--- src/rtl/cla_pkg.sv ---
// Shared types for the nibble-serial carry-look-ahead adder.
package cla_pkg;
  localparam int NIBBLE_W = 4;
  typedef enum logic [1:0] {IDLE, RUN, DONE} cla_state_t;
  typedef logic [NIBBLE_W-1:0] nibble_t;
endpackage

--- src/rtl/cla4_slice.sv ---
// Combinational 4-bit carry-look-ahead adder; every carry is a flat
// sum of generate/propagate products rather than a ripple chain.
module cla4_slice
  import cla_pkg::*;
(
  input  nibble_t x,
  input  nibble_t y,
  input  logic    ci,
  output nibble_t s,
  output logic    co
);
  nibble_t p;
  nibble_t g;
  logic    c1;
  logic    c2;
  logic    c3;

  assign p = x ^ y;
  assign g = x & y;

  assign c1 = g[0] | (p[0] & ci);
  assign c2 = g[1] | (p[1] & g[0]) | (p[1] & p[0] & ci);
  assign c3 = g[2] | (p[2] & g[1]) | (p[2] & p[1] & g[0])
            | (p[2] & p[1] & p[0] & ci);
  assign co = g[3] | (p[3] & g[2]) | (p[3] & p[2] & g[1])
            | (p[3] & p[2] & p[1] & g[0]) | (p[3] & p[2] & p[1] & p[0] & ci);

  assign s = p ^ {c3, c2, c1, ci};
endmodule

--- src/rtl/serial_cla_adder.sv ---
// WIDTH-bit adder that walks one nibble per clock through a single CLA
// slice, with valid/ready handshakes on the operand and result sides.
module serial_cla_adder
  import cla_pkg::*;
#(
  parameter int WIDTH = 16
) (
  input  logic             clk,
  input  logic             rst_n,
  input  logic             in_valid,
  output logic             in_ready,
  input  logic [WIDTH-1:0] a,
  input  logic [WIDTH-1:0] b,
  input  logic             cin,
  output logic             out_valid,
  input  logic             out_ready,
  output logic [WIDTH-1:0] sum,
  output logic             cout
);
  localparam int NIB = WIDTH / NIBBLE_W;
  localparam int IDX_W = (NIB > 1) ? $clog2(NIB) : 1;
  localparam int OFF_W = IDX_W + 2;
  localparam logic [IDX_W-1:0] LAST_IDX = IDX_W'(NIB - 1);
  localparam logic [WIDTH-1:0] NIB_MASK = WIDTH'(4'hF);

  cla_state_t       state_q, state_d;
  logic [WIDTH-1:0] a_q, a_d;
  logic [WIDTH-1:0] b_q, b_d;
  logic [WIDTH-1:0] sum_q, sum_d;
  logic             carry_q, carry_d;
  logic             cout_q, cout_d;
  logic [IDX_W-1:0] idx_q, idx_d;

  logic [OFF_W-1:0] bit_off;
  nibble_t          x_nib;
  nibble_t          y_nib;
  nibble_t          s_nib;
  logic             slice_co;

  // Shifting by the nibble offset avoids part-select index width issues
  // when NIB is 1.
  assign bit_off = {idx_q, 2'b00};
  assign x_nib   = nibble_t'(a_q >> bit_off);
  assign y_nib   = nibble_t'(b_q >> bit_off);

  cla4_slice u_slice (
    .x  (x_nib),
    .y  (y_nib),
    .ci (carry_q),
    .s  (s_nib),
    .co (slice_co)
  );

  always_comb begin
    state_d   = state_q;
    a_d       = a_q;
    b_d       = b_q;
    sum_d     = sum_q;
    carry_d   = carry_q;
    cout_d    = cout_q;
    idx_d     = idx_q;
    in_ready  = 1'b0;
    out_valid = 1'b0;
    unique case (state_q)
      IDLE: begin
        in_ready = rst_n;
        if (in_valid) begin
          a_d     = a;
          b_d     = b;
          carry_d = cin;
          idx_d   = '0;
          state_d = RUN;
        end
      end
      RUN: begin
        sum_d   = (sum_q & ~(NIB_MASK << bit_off)) | (WIDTH'(s_nib) << bit_off);
        carry_d = slice_co;
        idx_d   = idx_q + IDX_W'(1);
        if (idx_q == LAST_IDX) begin
          cout_d  = slice_co;
          state_d = DONE;
        end
      end
      DONE: begin
        out_valid = 1'b1;
        if (out_ready) begin
          state_d = IDLE;
        end
      end
      default: state_d = IDLE;
    endcase
  end

  always_ff @(posedge clk or negedge rst_n) begin
    if (!rst_n) begin
      state_q <= IDLE;
      a_q     <= '0;
      b_q     <= '0;
      sum_q   <= '0;
      carry_q <= 1'b0;
      cout_q  <= 1'b0;
      idx_q   <= '0;
    end else begin
      state_q <= state_d;
      a_q     <= a_d;
      b_q     <= b_d;
      sum_q   <= sum_d;
      carry_q <= carry_d;
      cout_q  <= cout_d;
      idx_q   <= idx_d;
    end
  end

  assign sum  = sum_q;
  assign cout = cout_q;
endmodule

--- config.mk ---
export PLATFORM = sky130hd
export DESIGN_NAME = serial_cla_adder
export DESIGN_NICKNAME = d
export VERILOG_FILES = /design/src/rtl/cla_pkg.sv /design/src/rtl/cla4_slice.sv /design/src/rtl/serial_cla_adder.sv
export SDC_FILE = /design/constraint.sdc
export NUM_CORES = 1
export LEC_CHECK = 0
export BUFFER_PORTS_ARGS = -buffer_cell sky130_fd_sc_hd__buf_4
export CAP_MARGIN = 10
export CORE_MARGIN = 2
export CORE_UTILIZATION = 45
export CTS_BUF_LIST = sky130_fd_sc_hd__clkbuf_4 sky130_fd_sc_hd__clkbuf_8
export DETAILED_ROUTE_END_ITERATION = 16
export PLACE_DENSITY = 0.68
export RECOVER_POWER = 100
export SYNTH_ARGS = -nofsm -noshare
export SYNTH_HDL_FRONTEND = slang
export SYNTH_SLANG_ARGS = --single-unit
--- constraint.sdc ---
create_clock -name clk -period 2.7 [get_ports clk]
set_input_delay 0.54 -clock clk [delete_from_list [all_inputs] [get_ports clk]]
set_output_delay 0.54 -clock clk [all_outputs]
set_load 0.03 [all_outputs]
# Word-level counts from Yosys, hierarchy flattened
# Index checks and enable logic that the tools add are counted.
# Widths: inputs -> output; s select.
[totals]
reg_bits = 54
latch_bits = 0
mem_bits_rw = 0
mem_bits_ro = 0
inputBits = 37
output_inout_bits = 19
elab_cells = 66
memories = 0
[op_classes]
n_addsub = 1
mul = 0
div_mod_pow = 0
magnitude_cmp = 0
n_eq_ne = 6
shift = 4
n_mux = 10
n_bitwise = 32
reduce_logical = 6
[ops]
columns = ["cell", "n"]
rows = [
  ["$shr 16x4->4", 2],
  ["$and 1x1->1", 16],
  ["$and 16x16->16", 1],
  ["$not 16->16", 1],
  ["$or 16x16->16", 1],
  ["$shl 4x4->16", 1],
  ["$shl 4x4->16 const A", 1],
  ["$or 1x1->1", 10],
  ["$mux 2", 4],
  ["$xor 4x4->4", 2],
  ["$ne 2x2->1 const B", 3],
  ["$pmux 2 s3", 1],
  ["$reduce_and 2->1", 3],
  ["$and 4x4->4", 1],
  ["$eq 2x2->1 const B", 2],
  ["$pmux 2 s2", 1],
  ["$mux 1", 3],
  ["$reduce_and 3->1", 1],
  ["$add 2x1->2 const B", 1],
  ["$eq 2x1->1 const B", 1],
  ["$logic_not 2->1", 1],
  ["$pmux 1 s2", 1],
  ["$reduce_bool 2->1", 1],
]

# Longest topological paths before layout
[depth]
word_depth = 9
ltp_mapped = 7
ltp_nobuf = 6

# Hierarchy
# A second synthesis with hierarchy kept.
[unflattened]
cells_unflattened = 166
area_unflattened_um2 = 2514.9
[by_module_without_submodules]
columns = ["module", "n_inst", "cells_per_inst", "area_each_um2", "seq_area_each_um2"]
rows = [
  ["serial_cla_adder", 1, 149, 2367.3, 1351.3],
  ["cla4_slice", 1, 17, 147.6, 0.0],
]

# Worst setup path before layout
# Ideal clock, no wire load.
[synth_timing]
kind = "register to register"
from = "register idx_q[0]"
to = "register sum_q[11], in the netlist sum[11]"
setup_ns = 0.121
arrival_time_ns = 2.216
required_time_ns = 2.579
slack_ns = 0.363
stages_incl_launch_ff = 8
n_path_buf = 1
period_less_slack_ns = 2.337
cell_sequence = "dfrtp_1 buf_4 mux4_2 ha_1 a41oi_1 o21ai_2 xor2_1 a22o_1"
[synth_between]
elab_chain_len = 9
elab_cells_between_ends = 18
classes_between = "shift: 4; bitwise: 14"
[synth_lines]
columns = ["element", "line", "text"]
rows = [
  ["start: declaration", "serial_cla_adder.sv:32", "logic [IDX_W-1:0] idx_q, idx_d;"],
  ["start signal: assignment", "serial_cla_adder.sv:110", "idx_q <= idx_d;"],
  ["$shr 16x4->4, on equally long branches", "serial_cla_adder.sv:43, serial_cla_adder.sv:44", ""],
  ["$xor 4x4->4 / $and 4x4->4 (equally long branches)", "cla4_slice.sv:18, cla4_slice.sv:19", ""],
  ["$and 1x1->1, on equally long branches", "cla4_slice.sv:23, cla4_slice.sv:24", ""],
  ["$or 1x1->1 (tied with other cells)", "cla4_slice.sv:23", "assign c3 = g[2] | (p[2] & g[1]) | (p[2] & p[1] & g[0])"],
  ["$or 1x1->1 / $and 1x1->1 (equally long branches)", "cla4_slice.sv:23, cla4_slice.sv:24", ""],
  ["$or 1x1->1", "cla4_slice.sv:24", "| (p[2] & p[1] & p[0] & ci);"],
  ["$xor 4x4->4", "cla4_slice.sv:28", "assign s = p ^ {c3, c2, c1, ci};"],
  ["$shl 4x4->16", "serial_cla_adder.sv:76", "sum_d = (sum_q & ~(NIB_MASK << bit_off)) | (WIDTH'(s_nib) << bit_off);"],
  ["$or 16x16->16 (*)", "serial_cla_adder.sv:76", ""],
  ["end signal: assignment", "serial_cla_adder.sv:107", "sum_q <= sum_d;"],
  ["end: declaration", "serial_cla_adder.sv:29", "logic [WIDTH-1:0] sum_q, sum_d;"],
]
# Mark *: on every way between the ends. The rest lies on a longest branch, timed or not.
# A chain may end at the register's enable or synchronous reset.

# Worst setup path after layout
[layout_timing]
from = "register idx_q[0]"
to = "register sum_q[7], in the netlist sum[7]"
# Same word-level chain as after synthesis.

==> results.py <==
metrics = {
    "timing": {
        "fmax_mhz": 396,
        "skew_ps": 7.09,
        "tightest_slew_ps": 1290,
        "post-route-period-util_pct": 93.5,
        "final_hold_viol_count": 0,
        "hold-worst-slack_ps": 444,
        "fin_crit_ps": 2530,
        "relSlewSlack_pct": 13.9,
        "layout_setup_ws_ps": 175,
        "setup_viol": 0,
        "finalSetupTns_ps": 0,
        "finalMaxSlewViolations": 0,
        "grt_setup_unrepaired": "no",
    },
    "placement": {
        "place_area_sq_um": 2930,
        "dp.cells": 286,
        "gp_congestion": 0.778,
        "portBuffers": 55,
        "dp_hpwl_um": 3600,
        "post-place-ws_ps": 158,
    },
    "yosys": {
        "synth_edf_count": 0,
        "synthCells": 164,
        "ys_ff_latch": 54,
        "synthesis.nets": 211,
        "syn_avg_cell_area_sq_um": 14.9,
        "synth_seq_area_share_pct": 55.1,
        "netlist_area_sq_um": 2450,
        "synthTopCellsByArea": "dfrtp_1, mux2_2, mux4_2",
        "synth_ff_type": "dfrtp_1",
        "synth_top_area_share_pct": 55.1,
        "synth_cell_types": 30,
        "yosysMostFrequentCell": "dfrtp_1",
        "synthTopCellsByCount": "dfrtp_1, mux2_2, a22o_1",
        "ys_warn_count": 0,
        "yosysTopAreaCell": "dfrtp_1",
        "synthArstFlopShare_pct": 100,
    },
    "clock_tree": {
        "cts-hold-fix-buffers": 0,
        "clk_pin_slew_ps": 100,
        "post_cts_buffers": 0,
        "cts_resized": 0,
        "htree_levels": 2,
        "cts_buffer_depth": 2,
        "cts_buffers": 5,
        "cts.sinks": 54,
        "cts_tree": "done",
        "cts-root-buf": "clkbuf_8",
        "clkLatencyLatePin_ps": 310,
    },
    "finish": {
        "fin_cells": 294,
        "final_util_pct": 56.8,
        "final_net_count": 270,
        "area_delta_synth_final_pct": 19.8,
        "design_area_sq_um": 2940,
        "n_antenna_cell": 0,
        "drive_gt1_share_pct": 40.2,
    },
    "grt": {
        "first_global_vias": 1666,
        "grt.total_usage_pct": 17.5,
        "grt_max_degree": 55,
        "grt_remaining_overflow": 0,
        "grt_antenna_before_repair": 0,
        "grt_pass1_wl_um": 8260,
    },
    "power_and_ir_drop": {
        "p_int_mw": 2.47,
        "seqPwrFrac_pct": 34.8,
        "finalPower_mw": 4.33,
        "combinationalPowerShare_pct": 55.1,
        "p_leak_nw": 1.32,
        "power_density_nw_per_um2": 1470,
        "p_sw_mw": 1.86,
        "peakVddDrop_mv": 0.553,
        "clkPwrFrac_pct": 10.1,
        "switching_share_pct": 43.0,
    },
    "outcome": {
        "outcome": "finished, final reports clean",
    },
    "routing": {
        "ant_nets": 0,
        "drt_wl_total_um": 4850,
        "drt_iter0_drc": 103,
        "route.detailed.drc": 0,
        "via_per_inst": 5.32,
        "wire_per_inst_um": 16.5,
        "num_vias": 1564,
        "drtPass1Iterations": 4,
    },
    "setup_path": {
        "cp_num_buf_inv": 1,
        "end_kind": "flop",
        "arrival_ps": 2780,
        "cp_slowest_cell": "dfrtp_1",
        "cp_max_fo": 6,
        "max_stage_delay_ps": 540,
        "critPathRequiredTime_ps": 2950,
        "crit_family": "compound AO/OA/AOI/OAI gates",
        "cp_cell_sequence": "buf_4 > mux4_2 > ha_1 > a41oi_1 > o21ai_2 > xor2_1 > a22o_1",
        "startpoint_type": "flop",
        "setup.worst_path.class": "flop to flop",
    },
    "floorplanning": {
        "core_area_sq_um": 5170,
        "row_count": 26,
        "ioPinCount": 56,
        "dieWidth_um": 77.8,
        "die_y_um": 77.8,
        "die_area_sq_um": 6050,
        "initial_core_util_pct": 47.4,
    },
    "flow_run": {
        "drv_cap": 0,
    },
    "worst_hold_path": {
        "min_path_type": "input port to flop",
    },
}
-- kinds of logic (layout without fill, tap and decap cells) --
| family | Yosys count | after routing | synth area share [%] |
|---|---|---|---|
| flip-flops | 54 | 54 | 55.1 |
| AND/OR/NAND/NOR | 17 | 17 | 3.73 |
| AO/OA/AOI/OAI | 29 | 29 | 9.29 |
| buffers and inverters | 11 | 71 | 3.16 |
| multiplexers | 40 | 40 | 22.2 |
| adder cells (fa/ha/maj) | 10 | 10 | 5.41 |
| XOR/XNOR | 3 | 3 | 1.07 |
-- path summary, 6_finish.rpt --
| check | from | to | slack (ps) | depth (start not counted) |
|---|---|---|---|---|
| setup / recovery | idx_q[0]$_DFFE_PN0P_ | sum[7]$_DFFE_PN0P_ | 170 | 7 |
| hold / removal | out_ready | state_q[1]$_DFFE_PN0P_ | 440 | 2 |
| setup reg to reg | idx_q[0]$_DFFE_PN0P_ | sum[7]$_DFFE_PN0P_ | 170 | 7 |
| hold reg to reg | sum[8]$_DFFE_PN0P_ | sum[8]$_DFFE_PN0P_ | 510 | 1 |
| max in group asynchronous | rst_n | a_q[12]$_DFFE_PN0P_ | 1300 | 2 |
| min in group asynchronous | rst_n | sum[14]$_DFFE_PN0P_ | 630 | 2 |
-- layout by cell type (no fill, tap or decap), types with 2 or more instances in the layout --
cell / n
a21oi_1: 3
mux2_2: 32
buf_4: 37
inv_1: 4
nand2_1: 7
clkbuf_8: 5
nand2b_1: 2
xor2_1: 2
dfrtp_1: 54
clkbuf_2: 2
nor3_1: 4
o21ai_0: 3
a22o_1: 16
ha_1: 9
clkbuf_1: 19
mux4_2: 7
-- final cells by class --
| type | count | area, sq um |
|---|---|---|
| Clock buffer | 5 | 68.8 |
| Clock inverter | 3 | 21.3 |
| Inverter | 4 | 15.0 |
| Multi-Input combinational cell | 99 | 1030 |
| Timing Repair Buffer | 59 | 367 |
| Sequential cell | 54 | 1350 |
| Tap cell | 70 | 87.6 |
| Fill cell | 440 | 2240 |
-- state kept, by name (all words and copies together), names as in the netlist --
signal,count
a_q,16
b_q,16
carry_q,1
cout,1
idx_q,2
state_q,2
sum,16
-- per-layer routing --
layer	vias up	part of all wire [%]	wire length, um	track usage, %
met5	-	0	0	0
met4	0	1.3	62	6.07
met3	5	4.9	236	3.95
met2	44	49	2400	28.4
met1	785	44	2160	23.4
li1	730	-	-	-
-- worst register-to-register path, cell delays in order (launching register included) --
cell     delay, ps
dfrtp_1        540
buf_4          220
mux4_2         510
ha_1           360
a41oi_1        250
o21ai_2        100
xor2_1         300
a22o_1         200
-- power by group through the flow --
stage / Clock, mW / Sequential, mW / Combinational (mW)
after floorplan: 0 / 1.64 / 1.66
after global placement: 0 / 1.51 / 2.41
after detailed placement: 0 / 1.53 / 2.51
after CTS: 0.458 / 1.52 / 2.52
after global routing: 0.491 / 1.56 / 2.60
final: 0.439 / 1.51 / 2.38
No activity file was read; power rests on OpenSTA's default activity.
